$ cat src/rtl/calc_op_sequencer_pkg.sv
// Shared op codes, FSM state encodings and width helpers for the calculator sequencer.
package calc_op_sequencer_pkg;

    localparam logic [1:0] OP_ADD = 2'b00;
    localparam logic [1:0] OP_SUB = 2'b01;
    localparam logic [1:0] OP_DIV = 2'b10;
    localparam logic [1:0] OP_MUL = 2'b11;

    localparam logic [1:0] ST_IDLE = 2'd0;
    localparam logic [1:0] ST_ITER = 2'd1;
    localparam logic [1:0] ST_DONE = 2'd2;

    localparam int unsigned DEF_WIDTH = 4;

    function automatic int unsigned res_width(input int unsigned w);
        return 2 * w;
    endfunction

    // Step counter must hold the value WIDTH itself, not just WIDTH-1.
    function automatic int unsigned cnt_width(input int unsigned w);
        return $clog2(w) + 1;
    endfunction

endpackage

$ cat src/rtl/calc_op_sequencer_if.sv
// Command/response handshake bundle between the calculator front end and the sequencer.
interface calc_op_sequencer_if
    import calc_op_sequencer_pkg::*;
#(
    parameter int unsigned WIDTH = DEF_WIDTH,
    parameter int unsigned RES_W = res_width(WIDTH)
);
    logic             cmd_valid;
    logic             cmd_ready;
    logic [1:0]       cmd_op;
    logic [WIDTH-1:0] cmd_a;
    logic [WIDTH-1:0] cmd_b;
    logic             rsp_valid;
    logic             rsp_ready;
    logic [RES_W-1:0] rsp_result;
    logic [WIDTH-1:0] rsp_rem;
    logic             rsp_err;
    logic             busy;

    modport master (
        output cmd_valid, cmd_op, cmd_a, cmd_b, rsp_ready,
        input  cmd_ready, rsp_valid, rsp_result, rsp_rem, rsp_err, busy
    );

    modport slave (
        input  cmd_valid, cmd_op, cmd_a, cmd_b, rsp_ready,
        output cmd_ready, rsp_valid, rsp_result, rsp_rem, rsp_err, busy
    );
endinterface

$ cat src/rtl/calc_op_sequencer_iter.sv
// Iterative datapath: restoring divider / shift-add multiplier sharing one accumulator.
module calc_iter_unit
    import calc_op_sequencer_pkg::*;
#(
    parameter int unsigned WIDTH = DEF_WIDTH,
    parameter int unsigned RES_W = res_width(WIDTH)
) (
    input  logic             clk,
    input  logic             rst_n,
    input  logic             load_i,
    input  logic             div_i,
    input  logic [WIDTH-1:0] a_i,
    input  logic [WIDTH-1:0] b_i,
    output logic             last_o,
    output logic [RES_W-1:0] result_o,
    output logic [WIDTH-1:0] rem_o
);
    localparam int unsigned CW = cnt_width(WIDTH);

    logic [CW-1:0]    cnt_q, cnt_d;
    logic [RES_W-1:0] acc_q, acc_d;
    logic [WIDTH-1:0] m_q, m_d;
    logic             div_q, div_d;
    logic [WIDTH:0]   mul_sum;
    logic [WIDTH:0]   div_shift;
    logic [WIDTH:0]   div_diff;

    // acc holds {partial product, multiplier} for mul and {remainder, dividend/quotient} for div.
    always_comb begin
        cnt_d     = cnt_q;
        acc_d     = acc_q;
        m_d       = m_q;
        div_d     = div_q;
        mul_sum   = {1'b0, acc_q[RES_W-1:WIDTH]} + (acc_q[0] ? {1'b0, m_q} : '0);
        div_shift = acc_q[RES_W-1:WIDTH-1];
        div_diff  = div_shift - {1'b0, m_q};
        if (load_i) begin
            cnt_d = CW'(WIDTH);
            acc_d = {{WIDTH{1'b0}}, (div_i ? a_i : b_i)};
            m_d   = div_i ? b_i : a_i;
            div_d = div_i;
        end else if (cnt_q != '0) begin
            cnt_d = cnt_q - 1'b1;
            if (div_q) begin
                if (div_shift >= {1'b0, m_q}) begin
                    acc_d = {div_diff[WIDTH-1:0], acc_q[WIDTH-2:0], 1'b1};
                end else begin
                    acc_d = {div_shift[WIDTH-1:0], acc_q[WIDTH-2:0], 1'b0};
                end
            end else begin
                acc_d = {mul_sum, acc_q[WIDTH-1:1]};
            end
        end
    end

    always_ff @(posedge clk or negedge rst_n) begin
        if (!rst_n) begin
            cnt_q <= '0;
            acc_q <= '0;
            m_q   <= '0;
            div_q <= 1'b0;
        end else begin
            cnt_q <= cnt_d;
            acc_q <= acc_d;
            m_q   <= m_d;
            div_q <= div_d;
        end
    end

    assign last_o   = (cnt_q == CW'(1));
    assign result_o = div_q ? {{(RES_W-WIDTH){1'b0}}, acc_d[WIDTH-1:0]} : acc_d;
    assign rem_o    = div_q ? acc_d[RES_W-1:WIDTH] : '0;

endmodule

$ cat src/rtl/calc_op_sequencer.sv
// Calculator op sequencer: accepts one command, runs add/sub directly or div/mul iteratively, holds result.
module calc_op_sequencer
    import calc_op_sequencer_pkg::*;
#(
    parameter int unsigned WIDTH = DEF_WIDTH,
    parameter int unsigned RES_W = res_width(WIDTH)
) (
    input  logic          clk,
    input  logic          rst_n,
    calc_op_sequencer_if.slave bus
);
    localparam int unsigned PADW = RES_W - WIDTH;

    logic [1:0]       state_q, state_d;
    logic [RES_W-1:0] result_q, result_d;
    logic [WIDTH-1:0] rem_q, rem_d;
    logic             err_q, err_d;
    logic             accept;
    logic             iter_load;
    logic             iter_last;
    logic [RES_W-1:0] iter_result;
    logic [WIDTH-1:0] iter_rem;
    logic [RES_W-1:0] a_ext, b_ext;

    assign accept    = bus.cmd_valid && (state_q == ST_IDLE);
    assign iter_load = accept && ((bus.cmd_op == OP_MUL) ||
                                  ((bus.cmd_op == OP_DIV) && (bus.cmd_b != '0)));
    assign a_ext     = {{PADW{1'b0}}, bus.cmd_a};
    assign b_ext     = {{PADW{1'b0}}, bus.cmd_b};

    calc_iter_unit #(
        .WIDTH (WIDTH),
        .RES_W (RES_W)
    ) u_iter (
        .clk      (clk),
        .rst_n    (rst_n),
        .load_i   (iter_load),
        .div_i    (bus.cmd_op == OP_DIV),
        .a_i      (bus.cmd_a),
        .b_i      (bus.cmd_b),
        .last_o   (iter_last),
        .result_o (iter_result),
        .rem_o    (iter_rem)
    );

    always_comb begin
        state_d  = state_q;
        result_d = result_q;
        rem_d    = rem_q;
        err_d    = err_q;
        case (state_q)
            ST_IDLE: begin
                if (accept) begin
                    err_d = 1'b0;
                    case (bus.cmd_op)
                        OP_ADD: begin
                            result_d = a_ext + b_ext;
                            rem_d    = '0;
                            state_d  = ST_DONE;
                        end
                        OP_SUB: begin
                            result_d = a_ext - b_ext;
                            rem_d    = '0;
                            state_d  = ST_DONE;
                        end
                        OP_DIV: begin
                            if (bus.cmd_b == '0) begin
                                result_d = '1;
                                rem_d    = bus.cmd_a;
                                err_d    = 1'b1;
                                state_d  = ST_DONE;
                            end else begin
                                state_d  = ST_ITER;
                            end
                        end
                        default: state_d = ST_ITER;
                    endcase
                end
            end
            ST_ITER: begin
                // Capture the unit's post-step value so the result lands on the same edge as the last step.
                if (iter_last) begin
                    result_d = iter_result;
                    rem_d    = iter_rem;
                    state_d  = ST_DONE;
                end
            end
            ST_DONE: begin
                if (bus.rsp_ready) begin
                    state_d = ST_IDLE;
                end
            end
            default: state_d = ST_IDLE;
        endcase
    end

    always_ff @(posedge clk or negedge rst_n) begin
        if (!rst_n) begin
            state_q  <= ST_IDLE;
            result_q <= '0;
            rem_q    <= '0;
            err_q    <= 1'b0;
        end else begin
            state_q  <= state_d;
            result_q <= result_d;
            rem_q    <= rem_d;
            err_q    <= err_d;
        end
    end

    assign bus.cmd_ready  = (state_q == ST_IDLE);
    assign bus.rsp_valid  = (state_q == ST_DONE);
    assign bus.busy       = (state_q != ST_IDLE);
    assign bus.rsp_result = result_q;
    assign bus.rsp_rem    = rem_q;
    assign bus.rsp_err    = err_q;

endmodule
$ cat src/flat_wrapper.sv
// flat-port wrapper written by rule: the top's interface ports become plain ports
module calc_op_sequencer_flat import calc_op_sequencer_pkg::*;
#(
    parameter int unsigned WIDTH = DEF_WIDTH,
    parameter int unsigned RES_W = res_width(WIDTH)
)
  (clk, rst_n, bus_cmd_valid, bus_cmd_op, bus_cmd_a, bus_cmd_b, bus_rsp_ready, bus_cmd_ready, bus_rsp_valid, bus_rsp_result, bus_rsp_rem, bus_rsp_err, bus_busy);
  calc_op_sequencer_if #(.WIDTH(WIDTH), .RES_W(RES_W)) bus_i ();
  input  logic clk;
  input  logic rst_n;
  input wire logic [$bits(bus_i.cmd_valid)-1:0] bus_cmd_valid;
  input wire logic [$bits(bus_i.cmd_op)-1:0] bus_cmd_op;
  input wire logic [$bits(bus_i.cmd_a)-1:0] bus_cmd_a;
  input wire logic [$bits(bus_i.cmd_b)-1:0] bus_cmd_b;
  input wire logic [$bits(bus_i.rsp_ready)-1:0] bus_rsp_ready;
  output wire logic [$bits(bus_i.cmd_ready)-1:0] bus_cmd_ready;
  output wire logic [$bits(bus_i.rsp_valid)-1:0] bus_rsp_valid;
  output wire logic [$bits(bus_i.rsp_result)-1:0] bus_rsp_result;
  output wire logic [$bits(bus_i.rsp_rem)-1:0] bus_rsp_rem;
  output wire logic [$bits(bus_i.rsp_err)-1:0] bus_rsp_err;
  output wire logic [$bits(bus_i.busy)-1:0] bus_busy;
  assign bus_i.cmd_valid = bus_cmd_valid;
  assign bus_i.cmd_op = bus_cmd_op;
  assign bus_i.cmd_a = bus_cmd_a;
  assign bus_i.cmd_b = bus_cmd_b;
  assign bus_i.rsp_ready = bus_rsp_ready;
  assign bus_cmd_ready = bus_i.cmd_ready;
  assign bus_rsp_valid = bus_i.rsp_valid;
  assign bus_rsp_result = bus_i.rsp_result;
  assign bus_rsp_rem = bus_i.rsp_rem;
  assign bus_rsp_err = bus_i.rsp_err;
  assign bus_busy = bus_i.busy;
  calc_op_sequencer #(.WIDTH(WIDTH), .RES_W(RES_W)) u_core (.clk(clk), .rst_n(rst_n), .bus(bus_i));
endmodule
$ cat config.mk
export PLATFORM = sky130hd
export DESIGN_NAME = calc_op_sequencer_flat
export DESIGN_NICKNAME = d
export VERILOG_FILES = /design/src/rtl/calc_op_sequencer_pkg.sv /design/src/rtl/calc_op_sequencer_if.sv /design/src/rtl/calc_op_sequencer_iter.sv /design/src/rtl/calc_op_sequencer.sv /design/src/flat_wrapper.sv
export SDC_FILE = /design/constraint.sdc
export NUM_CORES = 1
export LEC_CHECK = 0
export ABC_AREA = 0
export CAP_MARGIN = 5
export CORE_UTILIZATION = 50
export DETAILED_ROUTE_END_ITERATION = 10
export PLACE_DENSITY = 0.71
export SYNTH_ARGS = -nofsm -noshare
export SYNTH_HDL_FRONTEND = slang
export SYNTH_SLANG_ARGS = --single-unit
$ cat constraint.sdc
create_clock -name clk -period 2.5 [get_ports clk]
set_input_delay 0.25 -clock clk [delete_from_list [all_inputs] [get_ports clk]]
set_output_delay 0.25 -clock clk [all_outputs]
set_load 0.005 [all_outputs]
# [Word level (Yosys, flattened, before mapping)]
# Index checks and enable logic that the tools add are counted.
[classes] n_lt_le_gt_ge=1 n_reduce_logical=17 muxes=29 addsub=5 n_eq_ne=12
[ops] operator="two-way mux 8 bit" count=8
[ops] operator="two-way mux 4 bit" count=7
[ops] operator="case mux 8 bit (3 select lines)" count=1
[ops] operator="case mux 4 bit (2 select lines)" count=2
[ops] operator="case mux 8 bit (2 select lines)" count=1
[ops] operator="adder 4 x 4 -> 5 bit" count=2
[ops] operator="AND reduction 5 bit" count=2
[ops] operator="two-way mux 2 bit" count=4
[ops] operator="equality test 2 bit, second input constant" count=3
[ops] operator="two-way mux 3 bit" count=2
[ops] operator="!= test 3 x 2 -> 1 bit, second input constant" count=2
[ops] operator="case mux 2 bit (3 select lines)" count=1
[ops] operator="nonzero test 2 bit" count=3
[ops] operator=">= comparator 5 x 4 -> 1 bit" count=1
[ops] operator="subtractor 4 x 4 -> 5 bit" count=1
[ops] operator="equality test 2 x 1 -> 1 bit, second input constant" count=2
[ops] operator="logical NOT 2 bit" count=2
[ops] operator="logical NOT 4 bit" count=1
[ops] operator="!= test 2 x 1 -> 1 bit, second input constant" count=2
[ops] operator="!= test 4 x 1 -> 1 bit, second input constant" count=1
[ops] operator="case mux 2 bit (2 select lines)" count=1
[ops] operator="nonzero test 4 bit" count=1
[ops] operator="subtractor 4 bit" count=1
[ops] operator="equality test 3 x 1 -> 1 bit, second input constant" count=1
[ops] operator="other kinds (9)" count=12
[totals] register_bits=31 elab_cells=72 output_inout_bits=16

# [Logic depth before layout (Yosys ltp)]
[logic_depth] ltp_word=8 depth_mapped=9

# [Hierarchy]
# From an unflattened synthesis, not the netlist that was laid out.
[hier_totals] cells_unflattened=295 area_unflattened_um2=2544.9
[by_module_without_submodules] mod="calc_iter_unit" area_each_um2=1333.8 seq_area_each_um2=400.4 cells_each=153 instances=1
[by_module_without_submodules] mod="calc_op_sequencer" area_each_um2=1211.2 seq_area_each_um2=375.4 cells_each=142 instances=1

# [Worst setup path before layout]
# Ideal clock, no wire load.
[synth_path] kind="reg-to-reg" startpoint="register u_core.u_iter.acc_q[5]" endpoint="register u_core.result_q[6], in the netlist u_core.bus.rsp_result[6]" setup_ps=135 setup_slack_ps=379 stages_incl_launch_ff=7 t_required_ps=2365 arrival_ps=1986 path_buffers=0 path_cell_list="dfrtp_1 -> ha_1 -> or2_2 -> a21boi_1 -> nor4_1 -> nor4b_2 -> o21ai_0"
[synth_via] elab_chain_cells=8 word_cells_on_any_way=10 cone_classes="add/sub: 2; order compare: 1; mux: 7"
[synth_rtl] element="start: declaration" line="calc_op_sequencer_iter.sv:21" source="logic [RES_W-1:0] acc_q, acc_d;"
[synth_rtl] element="start signal: assignment" line="calc_op_sequencer_iter.sv:59" source="acc_q <= '0;"
[synth_rtl] element="start signal: assignment" line="calc_op_sequencer_iter.sv:64" source="acc_q <= acc_d;"
[synth_rtl] element="subtractor 4 bit / >= comparator 5 x 4 -> 1 bit (equally long branches)" line="calc_op_sequencer_iter.sv:36, calc_op_sequencer_iter.sv:45"
[synth_rtl] element="two-way mux 8 bit" line="calc_op_sequencer_iter.sv:45" source="if (div_shift >= {1'b0, m_q}) begin"
[synth_rtl] element="two-way mux 8 bit *" line="calc_op_sequencer_iter.sv:44" source="if (div_q) begin"
[synth_rtl] element="two-way mux 8 bit *" line="calc_op_sequencer_iter.sv:42" source="end else if (cnt_q != '0) begin"
[synth_rtl] element="two-way mux 8 bit *" line="calc_op_sequencer_iter.sv:37" source="if (load_i) begin"
[synth_rtl] element="two-way mux 8 bit *" line="calc_op_sequencer_iter.sv:71" source="assign result_o = div_q ? {{(RES_W-WIDTH){1'b0}}, acc_d[WIDTH-1:0]} : acc_d;"
[synth_rtl] element="two-way mux 8 bit *" line="calc_op_sequencer.sv:82" source="if (iter_last) begin"
[synth_rtl] element="case mux 8 bit (2 select lines) *" line="calc_op_sequencer.sv:51" source="case (state_q)"
[synth_rtl] element="end signal: assignment" line="calc_op_sequencer.sv:105" source="result_q <= result_d;"
[synth_rtl] element="end: declaration" line="calc_op_sequencer.sv:15" source="logic [RES_W-1:0] result_q, result_d;"
# Mark *: on every way between the ends. The rest lies on a longest branch, timed or not. The select of a mux whose other input is x is not followed.
# A chain may end at the register's enable or synchronous reset.

# [Worst setup path after layout]
[layout_path] startpoint="register u_core.u_iter.m_q[0]" endpoint="register u_core.rem_q[3], in the netlist u_core.bus.rsp_rem[3]"
[layout_via] elab_chain_cells=8 word_cells_on_any_way=11 cone_classes="add/sub: 2; order compare: 1; mux: 8"
[layout_rtl] element="start: declaration" line="calc_op_sequencer_iter.sv:22" source="logic [WIDTH-1:0] m_q, m_d;"
[layout_rtl] element="start signal: assignment" line="calc_op_sequencer_iter.sv:65" source="m_q <= m_d;"
[layout_rtl] element="two-way mux 4 bit (tied with other cells)" line="calc_op_sequencer_iter.sv:34" source="mul_sum = {1'b0, acc_q[RES_W-1:WIDTH]} + (acc_q[0] ? {1'b0, m_q} : '0);"
[layout_rtl] element="adder 4 x 4 -> 5 bit / two-way mux 8 bit (equally long branches)" line="calc_op_sequencer_iter.sv:34, calc_op_sequencer_iter.sv:45"
[layout_rtl] element="two-way mux 8 bit *" line="calc_op_sequencer_iter.sv:44"
[layout_rtl] element="two-way mux 8 bit *" line="calc_op_sequencer_iter.sv:42"
[layout_rtl] element="two-way mux 8 bit *" line="calc_op_sequencer_iter.sv:37"
[layout_rtl] element="two-way mux 4 bit *" line="calc_op_sequencer_iter.sv:72" source="assign rem_o = div_q ? acc_d[RES_W-1:WIDTH] : '0;"
[layout_rtl] element="two-way mux 4 bit *" line="calc_op_sequencer.sv:82"
[layout_rtl] element="case mux 4 bit (2 select lines) *" line="calc_op_sequencer.sv:51"
[layout_rtl] element="end signal: assignment" line="calc_op_sequencer.sv:106" source="rem_q <= rem_d;"
[layout_rtl] element="end: declaration" line="calc_op_sequencer.sv:16" source="logic [WIDTH-1:0] rem_q, rem_d;"
# Marked as above.

==> key figures <==
Outcome
  • Result of the run: finished, final reports clean

Cells and area
  • Share of final-layout standard cells stronger than drive strength 1: 0.1048
  • Area added between synthesis and finish: 20.37%
  • Number of antenna repair diodes: 0
  • # nets final: 357

Yosys
  • Fraction of registers with async set/reset: 1.000
  • Leading register cell type out of synthesis: sky130_fd_sc_hd__dfrtp_1
  • Most numerous cell in the Yosys netlist: sky130_fd_sc_hd__dfrtp_1
  • Leading area contributor after synthesis: sky130_fd_sc_hd__dfrtp_1
  • Fraction of post-synthesis cell area in the top cell type by area: 0.3080
  • Count of warnings emitted by yosys: 0
  • Gate count after technology mapping: 277
  • Portion of the post-synthesis area used by sequential elements: 0.3080
  • Yosys cell types: 57
  • Number of flops mapped to enable cells by yosys: 0
  • Mean cell area of the mapped netlist: 9.093 um^2
  • Synthesized netlist net count: 319
  • Yosys reg bits: 31
  • Synth top area cells: sky130_fd_sc_hd__dfrtp_1, sky130_fd_sc_hd__ha_1, sky130_fd_sc_hd__mux2i_1, sky130_fd_sc_hd__a21oi_1, sky130_fd_sc_hd__inv_1
  • Leading post-synthesis cells by instance count: sky130_fd_sc_hd__dfrtp_1, sky130_fd_sc_hd__ha_1, sky130_fd_sc_hd__inv_1
  • Post-synthesis cell area: 2519 um^2

Setup path
  • Critical path endpoint category: register
  • Depth of the worst register-to-register path: 7
  • CP Launch Type: register
  • Data arrival, critical path: 2.43 ns
  • Worst reg-to-reg setup slack: 0.22 ns
  • CP Class: register to register
  • Critical path origin: u_core.u_iter.m_q[0]
  • Capture point of the critical path: u_core.bus.rsp_rem[3]
  • Required @ worst endpoint: 2.65 ns
  • Critical R2R Launch: u_core.u_iter.m_q[0]
  • Maximum fanout encountered on the critical timing path: 3
  • End of the worst register-to-register path: u_core.bus.rsp_rem[3]

Route
  • DRC: 0
  • Count of nets left with antenna violations after detail routing: 0
  • Final WL: 5746 um
  • Total number of vias: 2,132
  • Wire length per cell after detailed routing: 15.04 um
  • Vias per inst: 5.581
  • Number of iterations in the first detailed-routing pass: 4
  • Count of routing violations after the opening detailed-route iteration: 99

STA
  • Final count of pins violating max slew: 0
  • Maximum clock skew at final layout: 0.006358 ns
  • Highest clock frequency the design can meet: 437.7 MHz
  • Final Critical Period: 2.285 ns
  • Final hold violation count: 0
  • Unrepaired setup endpoints after global routing: no
  • Tcrit/Tclk final: 0.9138
  • Sum of negative setup slack: 0 ns
  • Setup-failing EPs final: 0
  • Slew headroom: 0.6046
  • Slew at the pin with the worst max-slew slack: 0.5869 ns

Clocking
  • Buffer count from post-CTS setup fixing: 0
  • Cts hold-fix bufs: 0
  • Num Clock Sinks: 31
  • Cts bufs inserted: 5
  • Clock-pin slew reported for the worst setup and hold paths after clock tree synthesis: 0.07 ns
  • Clock insertion delay at the later pin of the skew report: 0.28 ns
  • CTS tree: done
  • H-tree Lvls: 2
  • Maximum number of buffers from clock root to sink: 2
  • Clk root buf: sky130_fd_sc_hd__clkbuf_8
  • CTS resizes: 0

Floorplanning
  • Die Footprint: 5325 um^2
  • Vertical extent of the die: 72.98 um
  • Placeable core region: 4786 um^2
  • Top-Level Pins: 30
  • Standard-cell rows: 25
  • Initial Util: 0.5263
  • Die width: 72.98 um

Global route
  • Maximum number of pins on one net before global-route repair: 32
  • Via count of the first global-routing pass: 2,019
  • GR Util All Layers: 0.2406
  • Overall overflow remaining after global route: 0
  • Initial antenna violation count: 0
  • Global-route wire length before repair: 9646 um

Pwr
  • Cell leakage power: 1.393 nW
  • Areal power density over the cells: 1143 nW/um^2
  • Peak supply drop: 0.5855 mV
  • Total power: 0.003464 W

Worst hold path
  • Kind of path behind the tightest hold check: primary input to asynchronous set/reset pin

Flow run
  • MaxCap Viol Count: 0

Place
  • Final weighted congestion in routability-driven placement: 0.9599
  • IO Port Bufs: 29
  • Sum of net half-perimeters after detailed placement: 4548 um
worst min path at each step:
stage / endpoint / slack [ns] / cells past startpoint
global route: u_core.bus.rsp_rem[1] / 0.40 / 2
detailed placement: u_core.bus.rsp_err / 0.47 / 2
CTS: u_core.bus.rsp_result[5] / 0.37 / 2
global placement: u_core.bus.rsp_err / 0.47 / 2
floorplan: u_core.bus.rsp_err / -0.05 / 0
finish: u_core.bus.rsp_rem[1] / 0.35 / 2
state kept, by name (all words and copies together), names as in the netlist:
signal                 count
u_core.bus.rsp_err         1
u_core.u_iter.cnt_q        3
u_core.state_q             2
u_core.u_iter.acc_q        8
u_core.u_iter.div_q        1
u_core.u_iter.m_q          4
u_core.bus.rsp_rem         4
u_core.bus.rsp_result      8
cell type report:
cell class | instances | area, um^2
Clock buffer | 6 | 82.58
Clock inverter | 1 | 5.005
Fill cell | 416 | 1754
Inverter | 22 | 82.58
Multi-Input combinational cell | 213 | 1614
Sequential cell | 31 | 775.7
Tap cell | 67 | 83.83
Timing Repair Buffer | 42 | 387.9
cell usage in the layout (no fill, tap or decap), types with 4 or more instances in the layout:
master	instances
sky130_fd_sc_hd__dfrtp_1	31
sky130_fd_sc_hd__clkdlybuf4s50_1	29
sky130_fd_sc_hd__ha_1	24
sky130_fd_sc_hd__inv_1	22
sky130_fd_sc_hd__nand2_1	19
sky130_fd_sc_hd__nor2_1	17
sky130_fd_sc_hd__a21oi_1	17
sky130_fd_sc_hd__mux2i_1	16
sky130_fd_sc_hd__o21ai_0	15
sky130_fd_sc_hd__buf_4	13
sky130_fd_sc_hd__nor2b_1	9
sky130_fd_sc_hd__nand3_1	8
sky130_fd_sc_hd__nand2b_1	7
sky130_fd_sc_hd__clkbuf_8	6
sky130_fd_sc_hd__a31oi_1	5
sky130_fd_sc_hd__and2_1	4
sky130_fd_sc_hd__xnor2_1	4
sky130_fd_sc_hd__o211ai_1	4
sky130_fd_sc_hd__fa_1	4
critical path: stages (launching register included):
cell and delay, ns:
sky130_fd_sc_hd__dfrtp_1 0.41, sky130_fd_sc_hd__and2_1 0.17, sky130_fd_sc_hd__ha_1 0.20, sky130_fd_sc_hd__fa_1 0.41, sky130_fd_sc_hd__a21o_1 0.19, sky130_fd_sc_hd__a221o_1 0.31
sky130_fd_sc_hd__o211ai_1 0.32, sky130_fd_sc_hd__o22ai_1 0.15
through the flow:
stage / hold slack, ns / cells / util / area, um^2 / worst slack (ns)
floorplan: -0.04559 / 277 / - / 2519 / 0.3786
global placement: 0.4694 / 375 / 0.6152 / 2944 / 0.1359
detailed placement: 0.4704 / 375 / 0.6152 / 2944 / 0.04201
CTS: 0.3714 / 382 / 0.6335 / 3032 / 0.2083
global route: 0.3982 / 382 / 0.6335 / 3032 / 0.09621
finish: 0.3543 / 382 / 0.6335 / 3032 / 0.2154
routing by layer:
metal	GRT usage	part of all wire
met1	0.3202	0.48
met2	0.3977	0.47
met3	0.04144	0.029
met4	0.07843	0.020
met5	0	0
report_power, final:
| part | internal [W] | total [W] | switching [W] |
|---|---|---|---|
| registers | 0.000742 | 0.000986 | 0.000244 |
| logic | 0.00104 | 0.00208 | 0.00104 |
| clock network | 0.000216 | 0.000393 | 0.000178 |
kinds of logic (layout without fill, tap and decap cells):
logic type | after synthesis | after routing | share of synthesized area
xor gates and xnor gates | 6 | 6 | 0.02086
muxes | 19 | 19 | 0.07700
buffers and inverters | 33 | 71 | 0.05117
adders and majority gates | 28 | 28 | 0.1510
DFF | 31 | 31 | 0.3080
AOI/OAI and AO/OA | 72 | 72 | 0.1982
and+or+nand+nor | 88 | 88 | 0.1937
(Power assumes the default switching activity.)
